===== config.mk =====
export PLATFORM = sky130hd
export DESIGN_NAME = multi_toggle_gen
export DESIGN_NICKNAME = d
export VERILOG_FILES = /design/src/rtl/multi_toggle_gen.sv
export SDC_FILE = /design/constraint.sdc
export NUM_CORES = 1
export LEC_CHECK = 0
export CORE_UTILIZATION = 55
export DETAILED_ROUTE_END_ITERATION = 6
export PLACE_DENSITY = 0.8
export SETUP_SLACK_MARGIN = 0.1
export SYNTH_ARGS = -nofsm -noshare
export SYNTH_HDL_FRONTEND = slang
export SYNTH_SLANG_ARGS = --single-unit
export TNS_END_PERCENT = 5

===== constraint.sdc =====
create_clock -name clk -period 2.35 [get_ports clk]
set_input_delay 0.705 -clock clk [delete_from_list [all_inputs] [get_ports clk]]
set_output_delay 0.705 -clock clk [all_outputs]
set_load 0.05 [all_outputs]

===== src/rtl/multi_toggle_gen.sv =====
// rtl/multi_toggle_gen.sv - multi-channel square-wave generator with run-length auto-finish
module multi_toggle_gen #(
  parameter int CH    = 3,
  parameter int CNT_W = 8,
  parameter int RUN_W = 12
) (
  input  logic                clk,
  input  logic                rst_n,
  input  logic                start,
  input  logic                stop,
  input  logic [CH*CNT_W-1:0] period_i,
  input  logic [CH-1:0]       init_i,
  input  logic [RUN_W-1:0]    run_len,
  output logic [CH-1:0]       out,
  output logic                busy,
  output logic                done,
  output logic [RUN_W-1:0]    cycle_cnt
);

  typedef enum logic [1:0] {S_IDLE, S_RUN, S_DONE} state_t;

  state_t                state_q, state_d;
  logic [CH*CNT_W-1:0]   period_q, period_d;
  logic [RUN_W-1:0]      run_len_q, run_len_d;
  logic [RUN_W-1:0]      cycle_cnt_q, cycle_cnt_d;
  logic [CH-1:0]         out_q, out_d;
  logic [CNT_W-1:0]      cnt_q [CH];
  logic [CNT_W-1:0]      cnt_d [CH];
  logic [CNT_W-1:0]      per   [CH];

  always_comb begin
    for (int k = 0; k < CH; k++) begin
      per[k] = period_q[k*CNT_W +: CNT_W];
    end
  end

  always_comb begin
    state_d     = state_q;
    period_d    = period_q;
    run_len_d   = run_len_q;
    cycle_cnt_d = cycle_cnt_q;
    out_d       = out_q;
    for (int k = 0; k < CH; k++) begin
      cnt_d[k] = cnt_q[k];
    end

    case (state_q)
      S_IDLE: begin
        if (start) begin
          period_d    = period_i;
          run_len_d   = run_len;
          out_d       = init_i;
          cycle_cnt_d = '0;
          for (int k = 0; k < CH; k++) begin
            cnt_d[k] = '0;
          end
          state_d = S_RUN;
        end
      end
      S_RUN: begin
        // stop freezes everything on its edge, so it pre-empts both toggling and auto-finish
        if (stop) begin
          state_d = S_IDLE;
        end else begin
          cycle_cnt_d = cycle_cnt_q + RUN_W'(1);
          for (int k = 0; k < CH; k++) begin
            if (per[k] == '0) begin
              cnt_d[k] = '0;
            end else if (cnt_q[k] == per[k] - CNT_W'(1)) begin
              cnt_d[k] = '0;
              out_d[k] = ~out_q[k];
            end else begin
              cnt_d[k] = cnt_q[k] + CNT_W'(1);
            end
          end
          if ((run_len_q != '0) && (cycle_cnt_q == run_len_q - RUN_W'(1))) begin
            state_d = S_DONE;
          end
        end
      end
      S_DONE: begin
        state_d = S_IDLE;
      end
      default: begin
        state_d = S_IDLE;
      end
    endcase
  end

  always_ff @(posedge clk) begin
    if (!rst_n) begin
      state_q     <= S_IDLE;
      period_q    <= '0;
      run_len_q   <= '0;
      cycle_cnt_q <= '0;
      out_q       <= '0;
      for (int k = 0; k < CH; k++) begin
        cnt_q[k] <= '0;
      end
    end else begin
      state_q     <= state_d;
      period_q    <= period_d;
      run_len_q   <= run_len_d;
      cycle_cnt_q <= cycle_cnt_d;
      out_q       <= out_d;
      for (int k = 0; k < CH; k++) begin
        cnt_q[k] <= cnt_d[k];
      end
    end
  end

  assign out       = out_q;
  assign busy      = (state_q == S_RUN);
  assign done      = (state_q == S_DONE);
  assign cycle_cnt = cycle_cnt_q;

endmodule


==> results of run 1 <==
==> stage by stage <==
step	hold slack, ns	instance area (um2)
global placement	0.4666	5045
floorplan	0.4494	4232
detailed placement	0.4746	5045
CTS	0.4851	5260
global route	0.5123	5263
finish	0.4793	5263
==> flip-flops by register name (all words and copies together) (netlist names) <==
register	flops
state_q	2
cnt_q	24
period_q	24
run_len_q	12
cycle_cnt	12
out	3
==> kinds of logic after synthesis <==
logic type                 Yosys count  share of synthesized area (%)
AOI/OAI and AO/OA                   97                          13.57
xor gates and xnor gates            71                          14.70
adders and majority gates           11                          3.252
buffers and inverters               40                          3.755
DFF                                 77                          36.43
muxes                                2                         0.5027
and+or+nand+nor                    246                          27.79
==> final cells by class <==
type | count | area (um2) | area share [%]
clock inverters | 3 | 67.56 | 1.284
repair buffers | 84 | 767.0 | 14.57
clock buffers | 13 | 158.9 | 3.019
flip-flops and latches | 77 | 1543 | 29.32
well taps | 99 | 123.9 | 2.354
multi-input cells | 427 | 2535 | 48.17
inverters | 18 | 67.56 | 1.284
==> worst max-delay path by stage <==
stage	depth (start not counted)	slack, ns	endpoint
2_1_floorplan	8	0.25	out[2]
3_3_place_gp	8	0.06	cycle_cnt[11]
3_5_place_dp	7	-0.005	cycle_cnt[9]
4_1_cts	1	0.10	cycle_cnt[3]
5_1_grt	9	-0.01	cnt_q[0][10]
6_report	1	0.13	cycle_cnt[3]
==> report_power, final <==
part,internal [uW],switching (uW),total (uW)
logic,292,325,618
registers,1350,61.6,1410
clock network,658,498,1160
total,2300,885,3190
==> layout by cell type (no fill, tap or decap), types with 2 or more instances in the layout <==
cell type                         Yosys  layout
sky130_fd_sc_hd__dlygate4sd2_1        0      11
sky130_fd_sc_hd__ha_1                11      10
sky130_fd_sc_hd__nor2b_1              4       4
sky130_fd_sc_hd__bufinv_16            0       2
sky130_fd_sc_hd__nor3_1              17      17
sky130_fd_sc_hd__nor4_1               4       4
sky130_fd_sc_hd__o221ai_1             2       2
sky130_fd_sc_hd__nor4_4               2       2
sky130_fd_sc_hd__or4_1                2       2
sky130_fd_sc_hd__o31ai_1              2       2
sky130_fd_sc_hd__a21o_1               2       2
sky130_fd_sc_hd__inv_1               17      17
sky130_fd_sc_hd__clkbuf_8             0      11
sky130_fd_sc_hd__nand3_1             17      17
sky130_fd_sc_hd__o21ai_0             13      12
sky130_fd_sc_hd__a21oi_1             52      52
sky130_fd_sc_hd__clkdlybuf4s50_1      0      44
sky130_fd_sc_hd__nand4b_1             5       5
sky130_fd_sc_hd__nor2_1              37      37
sky130_fd_sc_hd__or3_1                4       4
sky130_fd_sc_hd__buf_4                0      28
sky130_fd_sc_hd__and3_1              13      13
sky130_fd_sc_hd__o211ai_1             3       3
sky130_fd_sc_hd__a211oi_1             3       3
sky130_fd_sc_hd__nand2b_1             6       6
sky130_fd_sc_hd__clkbuf_1            15       2
sky130_fd_sc_hd__dfxtp_1             77      76
sky130_fd_sc_hd__o22ai_1              2       2
sky130_fd_sc_hd__nand3b_1             3       3
sky130_fd_sc_hd__nand2_1            113     113
sky130_fd_sc_hd__xnor2_1             43      43
sky130_fd_sc_hd__xor2_1              28      28
sky130_fd_sc_hd__a31oi_1              6       6
sky130_fd_sc_hd__a22oi_1              2       2
sky130_fd_sc_hd__o21ai_1              1       2
sky130_fd_sc_hd__nand4_1             15      15
==> per-layer routing <==
metal / GRT usage (%) / part of all wire [%] / vias to the layer above
met3: 4.907 / 5.9 / 21
li1: - / - / 2019
met1: 34.65 / 44 / 1897
met2: 45.45 / 48 / 130
met5: 0 / 0 / -
met4: 9.153 / 1.7 / 0
==> what timing repair did <==
action / 4_1_cts / 5_1_grt
setup buffers: 0 / 0
setup endpoints to repair: 12 / 22
pin swaps: 0 / 2
resized for setup: 12 / 3
==> out/summary.log, run 1 <==
INFO  cts            sinks_on_the_clock_net=77
INFO  logic_synthesis synth_flop_cell=sky130_fd_sc_hd__dfxtp_1
INFO  setup_path     reg2reg_from=period_q[1]
INFO  setup_path     critical-path-max-stage-delay=0.82ns
INFO  placement      placedCellCount=705
INFO  cts            clock_path_buffers=2
INFO  logic_synthesis synth_common_cells=sky130_fd_sc_hd__nand2_1 (113), sky130_fd_sc_hd__dfxtp_1 (77), sky130_fd_sc_hd__a21oi_1 (52)
INFO  min_path       path_category_of_the_worst_min_delay_check=flop to flop
INFO  setup_path     critPathArrivalTime=1.51ns
INFO  setup_path     rr_worst_depth=10
INFO  sta            period_needed=2.217ns
INFO  cts            clkSlewWorstSetupHoldPaths=0.08ns
INFO  grt            antenna_found_initial=0
INFO  power          vdd_ir_drop_max=0.3433mV
INFO  placement      preCtsSetupSlack=-0.005040ns
INFO  drt            detail_route.first_pass.iterations=6
INFO  setup_path     timing.critical_path.max_delay_family=buffers and inverters
INFO  logic_synthesis synth.net_count=598
INFO  setup_path     sum_of_buffers_and_inverters_on_the_critical_path=1
INFO  logic_synthesis yosys-top-cells-area=sky130_fd_sc_hd__dfxtp_1 (36%), sky130_fd_sc_hd__nand2_1 (10%), sky130_fd_sc_hd__xnor2_1 (8.9%), sky130_fd_sc_hd__a21oi_1 (6.2%), sky130_fd_sc_hd__xor2_1 (5.8%)
INFO  drt            vias=4067
INFO  logic_synthesis synth_largest_area_cell=sky130_fd_sc_hd__dfxtp_1
INFO  drt            first_iter_violations=207
INFO  power          totalPowerFinal=3187uW
INFO  power          power_density=605.6nW/um2
INFO  run            maxCapViolCount=0
INFO  min_path       hold_path_depth=2
INFO  logic_synthesis yosys_register_bits=77
INFO  floorplanning  start_util=57.72%
INFO  finish         instances_no_fill=721
INFO  logic_synthesis synthArstFlopShare=0%
INFO  floorplanning  die_area=8049um2
INFO  floorplanning  placeableCoreArea=7331um2
INFO  sta            worst_pin_slew=0.5291ns
INFO  placement      gp_routability_congestion=0.8435
INFO  logic_synthesis synthesis.yosys.warnings=0
INFO  sta            slew_headroom=64.87%
INFO  logic_synthesis synth.top_cell.area_share=36.43%
INFO  sta            final-setup-viol-count=0
INFO  sta            final_min_period_over_clock_period=94.33%
INFO  logic_synthesis netlist_instances=544
INFO  setup_path     r2r_slack=0.17ns
INFO  drt            routedWlPerCell=14.55um
INFO  finish         fill_cells=578
INFO  setup_path     timing.critical_path.slowest_stage_cell=sky130_fd_sc_hd__clkdlybuf4s50_1
INFO  logic_synthesis yosysSeqAreaShare=36.43%
INFO  finish         area.growth.synth_to_final=24.36%
INFO  setup_path     worst_setup_path_end_kind=primary output
INFO  logic_synthesis synth_most_common_cell=sky130_fd_sc_hd__nand2_1
INFO  sta            finalSetupTns=0ns
INFO  sta            max_freq=451.1MHz
INFO  drt            routed_via_density=5.641
INFO  finish         antennaDiodeCount=0
INFO  sta            drv_slew=0
INFO  sta            final_hold_viol_count=0
INFO  logic_synthesis netlist_cell_types=50
INFO  sta            rsz0062_at_grt=true
INFO  finish         num-nets-final=671
INFO  logic_synthesis syn_area_per_cell=7.779um2
INFO  cts            clock_tree_from_tritoncts=done
INFO  floorplanning  placement_rows=31
INFO  placement      hpwlAfterDp=7456um
INFO  setup_path     crit_type=flop to primary output
INFO  setup_path     timing.critical_path.cells=clkdlybuf4s50_1
INFO  setup_path     timing.critical_path.fanout_max=2
INFO  grt            gr-total-overflow=0
INFO  power          total_leakage_power=0.002019uW
INFO  logic_synthesis synth_enable_flop_cells=0
INFO  outcome        outcome=finished, final reports clean
INFO  floorplanning  io-pin-count=60
INFO  setup_path     cp_data_required_time=1.64ns
INFO  setup_path     critical_path.startpoint_type=flop
INFO  finish         drive_gt1_share=8.199%
INFO  finish         final_core_util=71.79%
INFO  floorplanning  die_width=89.72um
INFO  setup_path     worst_setup_path_startpoint=cycle_cnt[3]
INFO  grt            grt_start_max_net_pins=45
INFO  setup_path     rr_endpoint=cnt_q[0][4]
INFO  grt            global_route_wire_length_before_repair=17870um
INFO  drt            drc_errors=0
INFO  cts            cts_root_buffer=sky130_fd_sc_hd__clkbuf_8
INFO  grt            number_of_global_route_vias_before_repair=3836
INFO  drt            detail_route.wirelength=10490um
INFO  drt            drt.antenna.violating_nets=0
INFO  placement      portBuffers=59
INFO  sta            finalWorstSetupSlack=0.1334ns
INFO  min_path       min-delay-start=period_q[9]
INFO  grt            grt_usage=26.98%
INFO  cts            holdBufCountCts=0
INFO  cts            tritoncts.num_buffers=9
INFO  floorplanning  die_height=89.72um
INFO  sta            clock-skew-final=0.008348ns
INFO  min_path       hold-path-endpoint=period_q[9]
INFO  cts            clock_latency=0.36ns
INFO  cts            clock_h_tree_levels=3
INFO  logic_synthesis post_synth_instance_area=4232um2
Power figures use the tool's default switching activity.
==> inputs of run 2 (changes only) <==
--- a/config.mk
+++ b/config.mk
@@ -5,9 +5,9 @@
 export SDC_FILE = /design/constraint.sdc
 export NUM_CORES = 1
 export LEC_CHECK = 0
-export CORE_UTILIZATION = 55
+export CORE_UTILIZATION = 50
 export DETAILED_ROUTE_END_ITERATION = 6
-export PLACE_DENSITY = 0.8
+export PLACE_DENSITY = 0.77
 export SETUP_SLACK_MARGIN = 0.1
 export SYNTH_ARGS = -nofsm -noshare
 export SYNTH_HDL_FRONTEND = slang
==> constraint.sdc (replaced) <==
create_clock -name clk -period 2 [get_ports clk]
set_input_delay 0.6 -clock clk [delete_from_list [all_inputs] [get_ports clk]]
set_output_delay 0.6 -clock clk [all_outputs]
set_load 0.05 [all_outputs]
==> run 2 against run 1 <==
The flow now finishes with violations (setup timing). First-iteration DRC count is 18% lower. Critical path depth is 7 higher. Global-route usage is 1.2 points lower. Clock skew is 0.00099 ns lower. Combinational power is 38% higher. Count of clock-buffer cells in the layout is 1 lower. Final cell count is 5.1% higher. Utilization is 2.4 points lower. Power is 19% higher. Flip-flop and latch count stayed put. Die area is 9.8% higher. Largest cell class unchanged. Largest power group unchanged.
==> out/summary.log, run 2 (synthesis gave the netlist of run 1 again) <==
INFO  cts            clkSlewWorstSetupHoldPaths=0.08ns
INFO  power          vdd_ir_drop_max=0.4238mV
INFO  sta            drv_slew=0
INFO  sta            finalWorstSetupSlack=-0.03109ns
INFO  finish         layout.cell_area.non_filler=5698um2
INFO  floorplanning  die_width=94.00um
INFO  drt            drt.antenna.violating_nets=0
INFO  setup_path     worst_setup_path_end_kind=flop
INFO  sta            rsz0062_at_grt=true
INFO  cts            clock_path_buffers=2
INFO  drt            first_iter_violations=169
INFO  setup_path     r2r_slack=-0.03ns
INFO  cts            clock_latency=0.35ns
INFO  cts            tritoncts.num_buffers=9
INFO  power          swShare=28.48%
INFO  power          sequential_group_share_of_total_power=43.8%
INFO  finish         most-common-layout-cells=sky130_fd_sc_hd__nand2_1 (112), sky130_fd_sc_hd__buf_4 (68), sky130_fd_sc_hd__dfxtp_1 (65)
INFO  cts            sinks_on_the_clock_net=77
INFO  power          total_leakage_power=0.002180uW
INFO  placement      hpwlAfterDp=7679um
INFO  finish         area.growth.synth_to_final=34.65%
INFO  placement      place_area=5299um2
INFO  setup_path     cp_data_required_time=2.27ns
INFO  setup_path     timing.critical_path.fanout_max=5
INFO  power          power.net_switching=1079uW
INFO  finish         instances_no_fill=758
INFO  grt            antenna_found_initial=0
INFO  setup_path     critPathArrivalTime=2.31ns
INFO  run            maxCapViolCount=0
INFO  cts            clock_h_tree_levels=3
INFO  power          power_density=665.0nW/um2
INFO  floorplanning  io-pin-count=60
INFO  placement      preCtsSetupSlack=-0.2738ns
INFO  floorplanning  start_util=51.50%
INFO  power          combPwrFrac=22.5%
INFO  setup_path     crit_type=flop to flop
INFO  grt            gr-total-overflow=0
INFO  sta            final-setup-viol-count=1
INFO  finish         biggestRegsByFlops=cnt_q x24, period_q x24
INFO  sta            holdWs=0.4906ns
INFO  drt            detail_route.wirelength=11050um
INFO  sta            max_freq=492.3MHz
INFO  power          internal_power=2710uW
INFO  sta            finalSetupTns=-0.03109ns
INFO  drt            routedWlPerCell=14.58um
INFO  outcome        outcome=finished with violations
INFO  cts            clock_tree_from_tritoncts=done
INFO  grt            grt_usage=25.74%
INFO  sta            final_min_period_over_clock_period=101.6%
INFO  floorplanning  placeableCoreArea=8217um2
INFO  floorplanning  die_area=8835um2
INFO  outcome        failing_checks=setup timing
INFO  power          clock_power_share=33.7%
INFO  finish         antennaDiodeCount=0
INFO  finish         layout.cells.most_common=sky130_fd_sc_hd__nand2_1
INFO  drt            detail_route.first_pass.iterations=5
INFO  cts            cts_root_buffer=sky130_fd_sc_hd__clkbuf_8
INFO  grt            global_route_wire_length_before_repair=17980um
INFO  sta            period_needed=2.031ns
INFO  grt            grt_start_max_net_pins=40
INFO  floorplanning  placement_rows=33
INFO  placement      portBuffers=59
INFO  setup_path     critical_path.startpoint_type=flop
INFO  min_path       path_category_of_the_worst_min_delay_check=flop to flop
INFO  cts            holdBufCountCts=0
INFO  sta            final_hold_viol_count=0
INFO  grt            number_of_global_route_vias_before_repair=3990
INFO  finish         drive_gt1_share=20.52%
INFO  floorplanning  die_height=94.00um
INFO  sta            slew_headroom=70.97%
INFO  finish         num-nets-final=702
INFO  sta            worst_pin_slew=0.4355ns
INFO  sta            clock-skew-final=0.007356ns
INFO  drt            drc_errors=0
INFO  drt            vias=4133
INFO  placement      placedCellCount=741
INFO  placement      gp_routability_congestion=0.9280
INFO  drt            routed_via_density=5.453
## run 2: through the flow
stage	total power, uW	util [%]
3_5_place_dp	2462	64.49
2_1_floorplan	2159	-
5_1_grt	3956	69.35
4_1_cts	3755	68.14
3_3_place_gp	2436	64.49
6_report	3789	69.35
## run 2: layout make-up
| type | instances | area [um2] |
|---|---|---|
| clock buffer | 12 | 135.1 |
| clock inverter | 4 | 72.57 |
| fill | 662 | 2519 |
| inverter | 18 | 70.07 |
| multi-input combinational | 427 | 2716 |
| sequential | 77 | 1559 |
| tap | 105 | 131.4 |
| timing repair buffer | 115 | 1013 |
## run 2: repair_timing
| item | 4_1_cts | 5_1_grt |
|---|---|---|
| resized for setup | 26 | 23 |
| buffers inserted | 1 | 0 |
| endpoints found under the setup margin | 30 | 35 |
| pin swaps | 11 | 5 |
| cloned | 0 | 0 |
## run 2: worst paths after layout
check                    start            to  cells after the start
setup / recovery  period_q[16]        out[2]                      8
hold / removal    period_q[23]  period_q[23]                      2
setup reg to reg  period_q[16]        out[2]                      8
hold reg to reg   period_q[23]  period_q[23]                      2
## run 2: routing by layer
metal	wire length, um	GRT usage, %	up-vias
met4	173	9.103	0
met3	438	3.883	15
met5	0	0	-
met2	5600	45.50	99
met1	4836	31.53	1944
li1	-	-	2075
## run 2: power by group through the flow
stage | clock [uW] | combinational (uW) | sequential [uW]
CTS | 1290 | 811 | 1650
floorplan | 0 | 461 | 1700
detailed placement | 0 | 776 | 1690
global route | 1360 | 930 | 1670
finish | 1280 | 854 | 1660
global placement | 0 | 753 | 1680
## run 2: worst max-delay path: stages (launching register included)
cell and delay [ns]:
sky130_fd_sc_hd__dfxtp_4 0.37, sky130_fd_sc_hd__inv_2 0.08, sky130_fd_sc_hd__ha_4 0.16, sky130_fd_sc_hd__nand2_1 0.09, sky130_fd_sc_hd__a211o_1 0.26, sky130_fd_sc_hd__a311oi_2 0.30
sky130_fd_sc_hd__nand2_1 0.14, sky130_fd_sc_hd__or4_1 0.41, sky130_fd_sc_hd__a31oi_1 0.13
==> inputs of run 3 (changes only) <==
--- a/config.mk
+++ b/config.mk
@@ -7,7 +7,7 @@
 export LEC_CHECK = 0
 export CORE_UTILIZATION = 50
 export DETAILED_ROUTE_END_ITERATION = 6
-export PLACE_DENSITY = 0.77
+export PLACE_DENSITY = 0.79
 export SETUP_SLACK_MARGIN = 0.1
 export SYNTH_ARGS = -nofsm -noshare
 export SYNTH_HDL_FRONTEND = slang
==> constraint.sdc (replaced) <==
create_clock -name clk -period 2 [get_ports clk]
set_input_delay 0.4 -clock clk [delete_from_list [all_inputs] [get_ports clk]]
set_output_delay 0.4 -clock clk [all_outputs]
set_load 0.05 [all_outputs]
==> run 3 against run 2 <==
The flow still finishes with violations (setup timing). Routed wire length down 2.9%. Critical path depth up 3. Combinational power up 1%. Final area up 0.83%. Clock skew up 0.0030 ns. Worst hold slack worse by 0.0060 ns. Sequential power about the same. Power up 2.8%. Count of clock-buffer cells in the layout unchanged. Sequential share of layout area down 0.23 points.
==> out/summary.log, run 3 (synthesis gave the netlist of run 1 again) <==
INFO  outcome        outcome=finished with violations
INFO  outcome        failing_checks=setup timing
INFO  grt            gr-total-overflow=0
INFO  sta            worst_pin_slew=0.4892ns
INFO  drt            first_iter_violations=207
INFO  setup_path     crit_type=flop to flop
INFO  power          vdd_ir_drop_max=0.3967mV
INFO  sta            holdWs=0.4846ns
INFO  drt            routedWlPerCell=14.31um
INFO  finish         layout.cells.most_common=sky130_fd_sc_hd__nand2_1
INFO  drt            detail_route.first_pass.iterations=5
INFO  floorplanning  die_height=94.00um
INFO  drt            drc_errors=0
INFO  finish         most-common-layout-cells=sky130_fd_sc_hd__nand2_1 (112), sky130_fd_sc_hd__dfxtp_1 (65), sky130_fd_sc_hd__buf_4 (54)
INFO  placement      gp_routability_congestion=0.8971
INFO  floorplanning  start_util=51.50%
INFO  sta            final-setup-viol-count=2
INFO  run            maxCapViolCount=0
INFO  setup_path     timing.critical_path.fanout_max=4
INFO  setup_path     worst_setup_path_end_kind=flop
INFO  power          total_leakage_power=0.002214uW
INFO  floorplanning  io-pin-count=60
INFO  cts            clock_h_tree_levels=3
INFO  min_path       path_category_of_the_worst_min_delay_check=flop to flop
INFO  drt            detail_route.wirelength=10730um
INFO  cts            clkSlewWorstSetupHoldPaths=0.08ns
INFO  sta            rsz0062_at_grt=true
INFO  sta            finalWorstSetupSlack=-0.08534ns
INFO  sta            drv_slew=0
INFO  setup_path     critPathArrivalTime=2.31ns
INFO  placement      hpwlAfterDp=7323um
INFO  setup_path     cp_data_required_time=2.23ns
INFO  setup_path     critical_path.startpoint_type=flop
INFO  drt            vias=4134
INFO  floorplanning  die_width=94.00um
INFO  cts            clock_tree_from_tritoncts=done
INFO  sta            period_needed=2.085ns
INFO  finish         antennaDiodeCount=0
INFO  sta            clock-skew-final=0.01036ns
INFO  placement      portBuffers=59
INFO  cts            tritoncts.num_buffers=9
INFO  sta            final_min_period_over_clock_period=104.3%
INFO  sta            max_freq=479.5MHz
INFO  cts            cts_root_buffer=sky130_fd_sc_hd__clkbuf_8
INFO  grt            grt_usage=25.47%
INFO  finish         biggestRegsByFlops=cnt_q x24, period_q x24
INFO  finish         multiInputGateArea=2794um2
INFO  floorplanning  placeableCoreArea=8217um2
INFO  finish         final_core_util=69.93%
INFO  finish         fill_cells=638
INFO  floorplanning  placement_rows=33
INFO  finish         layout.area.seq=1559um2
INFO  cts            clock_path_buffers=2
INFO  cts            clock_latency=0.35ns
INFO  grt            number_of_global_route_vias_before_repair=4013
INFO  drt            routed_via_density=5.512
INFO  power          power_density=677.7nW/um2
INFO  cts            sinks_on_the_clock_net=77
INFO  finish         num-nets-final=695
INFO  sta            final_hold_viol_count=0
INFO  cts            holdBufCountCts=0
INFO  grt            antenna_found_initial=0
INFO  drt            drt.antenna.violating_nets=0
INFO  sta            slew_headroom=67.39%
INFO  grt            grt_start_max_net_pins=45
INFO  finish         drive_gt1_share=20.47%
INFO  grt            global_route_wire_length_before_repair=17770um
INFO  finish         area.growth.synth_to_final=35.78%
INFO  floorplanning  die_area=8835um2
[run 3: where the power goes]
group	total (uW)	internal [uW]	switching [uW]
registers	1660	1590	69.8
logic	865	424	441
clock network	1370	799	570
total	3890	2810	1080
[run 3: cell type report]
cell class | instances | share of cell area, %
Timing Repair Buffer | 108 | 16.68
Tap cell | 105 | 2.287
Sequential cell | 77 | 27.13
Clock inverter | 3 | 1.176
Multi-Input combinational cell | 427 | 48.63
Inverter | 18 | 1.220
Clock buffer | 12 | 2.875
[run 3: repair_timing]
action	in CTS	in global routing
buffers inserted	4	2
setup endpoints to repair	33	33
pin swaps	10	21
resized for setup	30	41
[run 3: path summary, 6_finish.rpt]
kind	start	to	slack, ns	cells past startpoint
worst min-delay path	run_len_q[1]	run_len_q[1]	0.48	2
worst max register to register	period_q[16]	cnt_q[0][21]	-0.09	11
worst min register to register	run_len_q[1]	run_len_q[1]	0.48	2
worst max-delay path	period_q[16]	cnt_q[0][21]	-0.09	11
[run 3: worst max-delay path, stage by stage, from the launching register on]
cell and delay [ns]:
sky130_fd_sc_hd__dfxtp_4 0.39, sky130_fd_sc_hd__inv_4 0.04, sky130_fd_sc_hd__ha_4 0.16, sky130_fd_sc_hd__buf_4 0.13
sky130_fd_sc_hd__xnor2_2 0.14, sky130_fd_sc_hd__xnor2_2 0.15, sky130_fd_sc_hd__nor4_4 0.30, sky130_fd_sc_hd__buf_4 0.17
sky130_fd_sc_hd__a21oi_2 0.06, sky130_fd_sc_hd__buf_6 0.13, sky130_fd_sc_hd__a31oi_2 0.17, sky130_fd_sc_hd__o31ai_1 0.11
[run 3: stage by stage]
stage | setup WS [ns] | cell area, um2 | setup TNS (ns) | std cells | total power [uW]
after floorplan | 0.08488 | 4262 | 0 | 544 | 2159
after global placement | -0.09006 | 5216 | -0.6111 | 729 | 2422
after detailed placement | -0.1439 | 5216 | -1.334 | 729 | 2449
after CTS | -0.06377 | 5559 | -0.06377 | 748 | 3838
after global routing | -0.1892 | 5746 | -0.6572 | 750 | 4065
final | -0.08534 | 5746 | -0.1638 | 750 | 3894
[run 3: metal layers]
| layer | track usage (%) | vias up | routed length [um] |
|---|---|---|---|
| li1 | - | 2068 | - |
| met1 | 30.23 | 1944 | 4738 |
| met2 | 44.04 | 96 | 5286 |
| met3 | 4.369 | 26 | 420 |
| met4 | 12.69 | 0 | 286 |
| met5 | 0 | - | 0 |
